$ cat src/rtl/filter_pad_pkg.sv
// Shared constants for the filter scratchpad, the filter loader and the PE.
// Holds the default filter geometry and a width helper for derived address widths.
package filter_pad_pkg;

  localparam int unsigned DEF_FILTER_WIDTH = 16;
  localparam int unsigned DEF_FILTER_ROW   = 12;
  localparam int unsigned DEF_FILTER_SLOTS = 4;

  // $clog2 that never returns 0, so a single-entry dimension still gets a 1-bit index
  function automatic int unsigned clog2_min1(input int unsigned value);
    return (value > 1) ? $clog2(value) : 1;
  endfunction

  localparam int unsigned DEF_ROW_W  = clog2_min1(DEF_FILTER_ROW);
  localparam int unsigned DEF_SLOT_W = clog2_min1(DEF_FILTER_SLOTS);
  localparam int unsigned DEF_CNT_W  = $clog2(DEF_FILTER_SLOTS + 1);

endpackage

$ cat src/rtl/filter_pad_ram.sv
// Simple dual-port RAM: one synchronous write port, one synchronous read port.
// No reset so it maps onto block or distributed RAM. rdata_o updates only when re_i.
// Ports:
//   clk_i            clock
//   we_i/waddr_i/wdata_i  write port
//   re_i/raddr_i     read enable and address
//   rdata_o          registered read data
module filter_pad_ram #(
  parameter int unsigned Width = 16,
  parameter int unsigned Depth = 48,
  parameter int unsigned AddrW = 6
) (
  input  logic             clk_i,
  input  logic             we_i,
  input  logic [AddrW-1:0] waddr_i,
  input  logic [Width-1:0] wdata_i,
  input  logic             re_i,
  input  logic [AddrW-1:0] raddr_i,
  output logic [Width-1:0] rdata_o
);

  logic [Width-1:0] mem_q [Depth];
  logic [Width-1:0] rdata_q;

  always_ff @(posedge clk_i) begin
    if (we_i) begin
      mem_q[waddr_i] <= wdata_i;
    end
    if (re_i) begin
      rdata_q <= mem_q[raddr_i];
    end
  end

  assign rdata_o = rdata_q;

endmodule

$ cat src/rtl/filter_slot_buffer.sv
// Multi-slot filter scratchpad. Filters stream in over valid/ready and fill a ring of
// slots; a slot commits when its last row is written. The PE reads the oldest committed
// slot by row (1-cycle registered read) and then releases it.
// Ports:
//   clk_i, rst_i           clock, synchronous active-high reset
//   chip_en_i              0 holds all state
//   flush_i                drops all slots and any partial fill (memory kept)
//   din_i/din_valid_i/din_ready_o   write stream
//   ren_i/raddr_i          read request on head slot
//   dout_o/dout_valid_o    registered read data and its valid
//   rd_err_o               pulse for a rejected read
//   release_slot_i         free head slot
//   slot_count_o, full_o, empty_o   occupancy
module filter_slot_buffer
  import filter_pad_pkg::*;
#(
  parameter int unsigned FILTER_WIDTH = DEF_FILTER_WIDTH,
  parameter int unsigned FILTER_ROW   = DEF_FILTER_ROW,
  parameter int unsigned FILTER_SLOTS = DEF_FILTER_SLOTS,
  localparam int unsigned ROW_W  = clog2_min1(FILTER_ROW),
  localparam int unsigned SLOT_W = clog2_min1(FILTER_SLOTS),
  localparam int unsigned CNT_W  = $clog2(FILTER_SLOTS + 1)
) (
  input  logic                    clk_i,
  input  logic                    rst_i,
  input  logic                    chip_en_i,
  input  logic                    flush_i,
  input  logic [FILTER_WIDTH-1:0] din_i,
  input  logic                    din_valid_i,
  output logic                    din_ready_o,
  input  logic                    ren_i,
  input  logic [ROW_W-1:0]        raddr_i,
  output logic [FILTER_WIDTH-1:0] dout_o,
  output logic                    dout_valid_o,
  output logic                    rd_err_o,
  input  logic                    release_slot_i,
  output logic [CNT_W-1:0]        slot_count_o,
  output logic                    full_o,
  output logic                    empty_o
);

  localparam int unsigned DEPTH  = FILTER_SLOTS * FILTER_ROW;
  localparam int unsigned ADDR_W = clog2_min1(DEPTH);

  logic [SLOT_W-1:0] wr_slot_q, wr_slot_d;
  logic [SLOT_W-1:0] rd_slot_q, rd_slot_d;
  logic [ROW_W-1:0]  wr_row_q, wr_row_d;
  logic [CNT_W-1:0]  slot_count_q, slot_count_d;
  logic              dout_valid_q, dout_valid_d;
  logic              rd_err_q, rd_err_d;
  // Forces dout to 0 after reset or a rejected read without touching RAM data
  logic              dout_zero_q, dout_zero_d;

  logic              full, empty;
  logic              wr_fire, wr_last, commit;
  logic              rd_req, rd_ok, rel;
  logic [ADDR_W-1:0] waddr, raddr_full;
  logic [FILTER_WIDTH-1:0] ram_rdata;

  always_comb begin
    full        = (slot_count_q == CNT_W'(FILTER_SLOTS));
    empty       = (slot_count_q == '0);
    din_ready_o = chip_en_i & ~full & ~flush_i;
    wr_fire     = din_valid_i & din_ready_o;
    wr_last     = (wr_row_q == ROW_W'(FILTER_ROW - 1));
    commit      = wr_fire & wr_last;
    rd_req      = chip_en_i & ren_i & ~flush_i;
    rd_ok       = rd_req & ~empty & (32'(raddr_i) < FILTER_ROW);
    rel         = chip_en_i & release_slot_i & ~empty & ~flush_i;
    waddr       = ADDR_W'(wr_slot_q) * ADDR_W'(FILTER_ROW) + ADDR_W'(wr_row_q);
    raddr_full  = ADDR_W'(rd_slot_q) * ADDR_W'(FILTER_ROW) + ADDR_W'(raddr_i);
  end

  always_comb begin
    wr_slot_d    = wr_slot_q;
    rd_slot_d    = rd_slot_q;
    wr_row_d     = wr_row_q;
    slot_count_d = slot_count_q;
    dout_valid_d = dout_valid_q;
    rd_err_d     = rd_err_q;
    dout_zero_d  = dout_zero_q;

    if (flush_i) begin
      wr_slot_d    = '0;
      rd_slot_d    = '0;
      wr_row_d     = '0;
      slot_count_d = '0;
      dout_valid_d = 1'b0;
      rd_err_d     = 1'b0;
    end else if (chip_en_i) begin
      if (wr_fire) begin
        if (wr_last) begin
          wr_row_d  = '0;
          wr_slot_d = (wr_slot_q == SLOT_W'(FILTER_SLOTS - 1)) ? '0 : wr_slot_q + SLOT_W'(1);
        end else begin
          wr_row_d = wr_row_q + ROW_W'(1);
        end
      end

      if (rel) begin
        rd_slot_d = (rd_slot_q == SLOT_W'(FILTER_SLOTS - 1)) ? '0 : rd_slot_q + SLOT_W'(1);
      end

      unique case ({commit, rel})
        2'b10:   slot_count_d = slot_count_q + CNT_W'(1);
        2'b01:   slot_count_d = slot_count_q - CNT_W'(1);
        default: slot_count_d = slot_count_q;
      endcase

      dout_valid_d = rd_ok;
      rd_err_d     = rd_req & ~rd_ok;
      if (rd_ok) begin
        dout_zero_d = 1'b0;
      end else if (rd_req) begin
        dout_zero_d = 1'b1;
      end
    end
  end

  always_ff @(posedge clk_i) begin
    if (rst_i) begin
      wr_slot_q    <= '0;
      rd_slot_q    <= '0;
      wr_row_q     <= '0;
      slot_count_q <= '0;
      dout_valid_q <= 1'b0;
      rd_err_q     <= 1'b0;
      dout_zero_q  <= 1'b1;
    end else begin
      wr_slot_q    <= wr_slot_d;
      rd_slot_q    <= rd_slot_d;
      wr_row_q     <= wr_row_d;
      slot_count_q <= slot_count_d;
      dout_valid_q <= dout_valid_d;
      rd_err_q     <= rd_err_d;
      dout_zero_q  <= dout_zero_d;
    end
  end

  filter_pad_ram #(
    .Width (FILTER_WIDTH),
    .Depth (DEPTH),
    .AddrW (ADDR_W)
  ) u_ram (
    .clk_i   (clk_i),
    .we_i    (wr_fire & ~rst_i),
    .waddr_i (waddr),
    .wdata_i (din_i),
    .re_i    (rd_ok & ~rst_i),
    .raddr_i (raddr_full),
    .rdata_o (ram_rdata)
  );

  assign dout_o       = dout_zero_q ? '0 : ram_rdata;
  assign dout_valid_o = dout_valid_q;
  assign rd_err_o     = rd_err_q;
  assign slot_count_o = slot_count_q;
  assign full_o       = full;
  assign empty_o      = empty;

endmodule
$ cat config.mk
export PLATFORM = sky130hd
export DESIGN_NAME = filter_slot_buffer
export DESIGN_NICKNAME = d
export VERILOG_FILES = /design/src/rtl/filter_pad_pkg.sv /design/src/rtl/filter_pad_ram.sv /design/src/rtl/filter_slot_buffer.sv
export SDC_FILE = /design/constraint.sdc
export NUM_CORES = 1
export LEC_CHECK = 0
export ABC_CLOCK_PERIOD_IN_PS = 5800
export CELL_PAD_IN_SITES_DETAIL_PLACEMENT = 0
export CELL_PAD_IN_SITES_GLOBAL_PLACEMENT = 1
export CORE_ASPECT_RATIO = 1.1
export CORE_MARGIN = 1
export CORE_UTILIZATION = 40
export DETAILED_ROUTE_END_ITERATION = 8
export GPL_ROUTABILITY_DRIVEN = 0
export GPL_TIMING_DRIVEN = 1
export HOLD_SLACK_MARGIN = 0.06
export PLACE_DENSITY = 0.58
export RECOVER_POWER = 50
export REMOVE_ABC_BUFFERS = 1
export SLEW_MARGIN = 20
export SYNTH_ARGS = -nofsm -noshare
export SYNTH_HDL_FRONTEND = slang
export SYNTH_SLANG_ARGS = --single-unit
export TNS_END_PERCENT = 1
$ cat constraint.sdc
create_clock -name clk_i -period 5.8 [get_ports clk_i]
set_input_delay 1.16 -clock clk_i [delete_from_list [all_inputs] [get_ports clk_i]]
set_output_delay 1.16 -clock clk_i [all_outputs]
set_load 0.005 [all_outputs]
### Word-level counts from Yosys, hierarchy flattened

Memories as Yosys holds them, arrays and structs flattened. A register that Yosys moved wholly into a read port is not among the register bits.
Index checks and enable logic that the tools add are counted.

* add/subtract/negate cells: 7
* $mul: 2
* order comparisons: 1
* eq/ne operators: 6
* multiplexer cells: 9
* bitwise logic cells: 19
* reduce and logical (&&, ||, !) cells: 9

Operator list (number)
* 16-bit two-way mux: 1
* 1-bit AND: 14
* 6-bit by 4-bit adder with 6-bit output: 2
* 2-bit by 2-bit multiplier with 4-bit output (second input constant): 2
* 2-bit equality test (second input constant): 3
* 3-bit one-hot mux with 2 select lines: 1
* 2-bit AND reduction: 3
* 3-bit AND reduction: 2
* 1-bit inverter: 5
* 2-bit by 1-bit adder with 2-bit output (second input constant): 2
* 4-bit by 1-bit adder with 4-bit output (second input constant): 1
* 4-bit equality test (second input constant): 1
* 4-bit < comparator (second input constant): 1
* 1-bit two-way mux: 4
* 2-bit two-way mux: 2
* 4-bit two-way mux: 1
* 2-bit nonzero test: 2
* 3-bit by 1-bit adder with 3-bit output (second input constant): 1
* 3-bit equality test (second input constant): 1
* 3-bit logical NOT: 1
* 3-bit by 1-bit subtractor with 3-bit output (second input constant): 1
* 2-bit by 1-bit equality test with 1-bit output (second input constant): 1
* 2-bit OR reduction: 1

* register bits: 14
* bits in writable memories: 768
* input port bits: 27
* output and inout port bits: 24
* word-level logic and storage cells: 61
* memories kept: 1

Memory list
* u_ram.mem_q: words 48, width 16, rd ports 1, clocked after Yosys merged registers in 1, write ports 1, RTL line filter_pad_ram.sv:22 `logic [Width-1:0] mem_q [Depth];`

### Logic depth before layout (Yosys ltp)

* word-level depth: 9
* mapped depth: 12
* mapped depth without buffers: 10

### By module

Synthesis repeated with hierarchy kept, for this count alone.

* cells, all modules: 1625
* area, all modules: 31534.0 µm²

Modules (own cells, without submodules)
* filter_pad_ram: times used 1, cells each 1499, area an instance 30460.5 µm²
* filter_slot_buffer: times used 1, cells each 126, area an instance 1073.5 µm²

### Worst setup path after synthesis

Ideal clock, no wire load.

* path kind: input -> register
* start point: input raddr_i[2]
* end point: register u_ram.rdata_q[0] (netlist: u_ram.rdata_o[0]), read port of u_ram.mem_q, data pin
* arrival time: 3.267 ns
* required time: 5.532 ns
* setup slack: 2.264 ns
* cell stages on the path: 10
* cell sequence: ha_1 fa_1 buf_2 buf_4 clkbuf_1 mux4_2 o22ai_1 nand2_1 o2111ai_1 o22ai_1

* longest elaborated chain between the ends: 3
* elaborated cells between the ends (all ways): 4
* classes of those cells: add/sub: 1; order compare: 1; bitwise: 2

RTL lines
* start, declared: RTL line filter_slot_buffer.sv:32 `input logic [ROW_W-1:0] raddr_i,`
* 4-bit < comparator: RTL line filter_slot_buffer.sv:68 `rd_ok = rd_req & ~empty & (32'(raddr_i) < FILTER_ROW);`
* 1-bit AND: RTL line filter_slot_buffer.sv:68
* 1-bit AND: RTL line filter_slot_buffer.sv:149 `.re_i (rd_ok & ~rst_i),`
* end, declared: RTL line filter_pad_ram.sv:23 `logic [Width-1:0] rdata_q;`

Parallel ways exist; a longest one is shown, timed or not.
A chain may end at the register's enable or synchronous reset.

### Worst setup path in the final report

* start point: input raddr_i[2]
* end point: register u_ram.rdata_q[12] (netlist: u_ram.rdata_o[12]), read port of u_ram.mem_q, data pin

The elaborated chain is that of the path after synthesis.

==> flow_summary.json <==
{
  "fmax_mhz": 219,
  "power_density_mw_per_mm2": 333,
  "yosys_warnings": 0,
  "endpoint_kind": "flop",
  "grt_pass1_wl_mm": 113,
  "seq_area_mm2": 0.0238,
  "synth_edf_count": 784,
  "drv_cap": 17,
  "p_seq_share_pct": 53.6,
  "wl_mm": 78.7,
  "fillers": 6477,
  "drc": 0,
  "p_sw_share_pct": 21.2,
  "hold_viol": 0,
  "fin_crit_sh_pct": 78.6,
  "worstSkewPairLatency_ps": 640,
  "p_leak_uw": 0.0111,
  "cts_num_sinks": 798,
  "htreeDepth": 3,
  "crit_fanout": 42,
  "clk_pin_slew_ps": 60,
  "grt_max_degree": 75,
  "cts_root_buf": "clkbuf_16",
  "cts_resized": 0,
  "first_global_vias": 15300,
  "io_pins": 51,
  "synth.most_common_cell": "edfxtp_1",
  "max-vdd-ir-drop_v": 0.000207,
  "p_switching_uw": 2510,
  "dieHeight_um": 294,
  "critical_path_arrival_ps": 5030,
  "power.internal_uw": 9330,
  "initial_core_util_pct": 40.7,
  "hold-path-cell-count": 2,
  "max-slew-margin-rel_pct": -76.3,
  "rsz0062_at_grt": "false",
  "cp_cell_sequence": "clkdlybuf4s50_1 -> ha_2 -> fa_4 -> inv_1 -> nand3_1 -> o22a_1 -> o2111ai_1 -> o22ai_1",
  "cts_tree": "done",
  "groute.usage.overall_pct": 20.5,
  "skew_ps": 16.8,
  "synth_ff_type": "edfxtp_1",
  "postSynthAreaPerCell_um2": 21.3,
  "syn_to_final_growth_pct": 14.4,
  "whs_ps": 471,
  "die_x_um": 268,
  "synth_top_cell_area_share_pct": 75.8,
  "clockPowerShare_pct": 42.2,
  "postCtsHoldBufs": 0,
  "hold_path.class": "reg2reg",
  "cpPeakStageDelay_ps": 1290,
  "worstSetupPathType": "in2reg",
  "dp_hpwl_mm": 46.9,
  "netlist_area_mm2": 0.0311,
  "drt_iter0_drc": 1524,
  "cp.required_ps": 6270,
  "synthTopCellsByCount": "edfxtp_1 (784), mux4_2 (186), nor2_1 (83)",
  "wl_per_cell_um": 29.3,
  "worstMarginPinSlew_ps": 2640,
  "core_mm2": 0.0764,
  "io_buffer_count": 50,
  "async_reset_ff_share_pct": 0,
  "failed_checks": "max-capacitance violations, max-slew violations",
  "antennaDiodeCount": 0,
  "seq_area_frac_synth_pct": 76.7,
  "combPwrFrac_pct": 4.2,
  "slowest_stage": "fa_4",
  "drtAntennaViolNets": 0,
  "drtPass1Iterations": 5,
  "worst-r2r-cell-count": 9,
  "antenna_found_initial": 1,
  "die_area_mm2": 0.0788,
  "postPlaceCellArea_mm2": 0.0330,
  "fin_crit_ps": 4560,
  "cts_buffer_depth": 3,
  "maxSlewViolCount": 785,
  "layout.nets": 1637,
  "ys_top_cells_by_area": "edfxtp_1 (76%), mux4_2 (13%), nor2_1 (1.0%)",
  "numCtsBuffers": 84,
  "ys_types": 53,
  "rows": 106,
  "gr-total-overflow": 0,
  "cp-start-kind": "input pin",
  "multi_input_area_mm2": 0.00683,
  "status": "finished with violations",
  "synthCells": 1461,
  "synth-seq-cells": 798,
  "cts_setup_buffers": 0,
  "fin_area_mm2": 0.0355,
  "drive_gt1_share_pct": 24.0,
  "yosys.area.top_type": "edfxtp_1",
  "drt-vias-per-instance": 5.62,
  "setup_viol": 0,
  "vias": 15100,
  "fin_tns_setup_ps": 0
}
==> through the flow <==
stage	util (%)	total power, µW	worst slack (ps)	cells
floorplan	-	6680	-300	1387
global placement	43.2	6960	659	2534
detailed placement	43.2	6970	580	2534
CTS	46.5	11900	1250	2681
global route	46.5	12200	1120	2682
finish	46.5	11800	1240	2682
==> final timing paths <==
kind                                                     to  slack [ps]                 startpoint
worst min register to register        rd_err_o$_SDFFE_PP0P_         470      rd_err_o$_SDFFE_PP0P_
worst max-delay path            u_ram.rdata_o[12]$_DFFE_PP_        1240                 raddr_i[2]
worst max register to register  u_ram.rdata_o[12]$_DFFE_PP_        1580  rd_slot_q[0]$_SDFFE_PP0P_
worst min-delay path                  rd_err_o$_SDFFE_PP0P_         470      rd_err_o$_SDFFE_PP0P_
==> metal layers <==
layer / share of wire [%] / GRT usage, % / wire length (µm) / vias up
met3: 5.7 / 3.41 / 4500 / 87
met5: 0 / 0 / 0 / -
met1: 43 / 28.8 / 34100 / 8157
met4: 2.3 / 5.76 / 1800 / 0
li1: - / - / - / 6353
met2: 49 / 32.9 / 38300 / 465
==> state kept, by name, indices dropped and copies added, names as in the netlist <==
register       cells
dout_zero_q        1
slot_count_o       3
wr_slot_q          2
dout_valid_o       1
u_ram.rdata_o     16
wr_row_q           4
rd_slot_q          2
rd_err_o           1
u_ram.mem_q      768
==> cell type report <==
| type | count | area share [%] |
|---|---|---|
| repair buffers | 122 | 2.86 |
| flip-flops and latches | 798 | 67.0 |
| inverters | 12 | 0.127 |
| clock inverters | 46 | 1.02 |
| multi-input cells | 577 | 19.2 |
| clock buffers | 101 | 6.10 |
| well taps | 1026 | 3.61 |
==> worst max-delay path: cells and delay by family <==
family / cells / cell delay [ps]
buffers and inverters: 2 / 980
AND/OR/NAND/NOR: 1 / 540
AO/OA/AOI/OAI: 3 / 770
adder cells (fa/ha/maj): 2 / 1500
==> power by group through the flow <==
stage | Clock (µW) | Combinational (µW) | Sequential (µW)
finish | 5000 | 493 | 6350
CTS | 5100 | 508 | 6340
floorplan | 0 | 221 | 6460
global placement | 0 | 500 | 6460
global route | 5330 | 527 | 6340
detailed placement | 0 | 508 | 6460
==> layout by cell type, fill, tap and decap left out, drive strengths merged, types with 24 or more instances in the layout <==
cell	instances
edfxtp	784
mux4	192
clkbuf	120
nor2	83
buf	71
nand2	53
clkinv	38
o22ai	34
clkdlybuf4s50	25
mux2i	24
==> cells by family (layout without fill, tap and decap cells) <==
group / Yosys count / count (layout) / synth area share (%)
buffers and inverters: 86 / 281 / 1.52
AO/OA/AOI/OAI: 107 / 107 / 2.48
multiplexers: 223 / 223 / 15.0
adder cells (fa/ha/maj): 15 / 15 / 0.677
XOR/XNOR: 12 / 12 / 0.338
AND/OR/NAND/NOR: 220 / 220 / 3.27
flip-flops: 798 / 798 / 76.7
(Power assumes the default switching activity.)
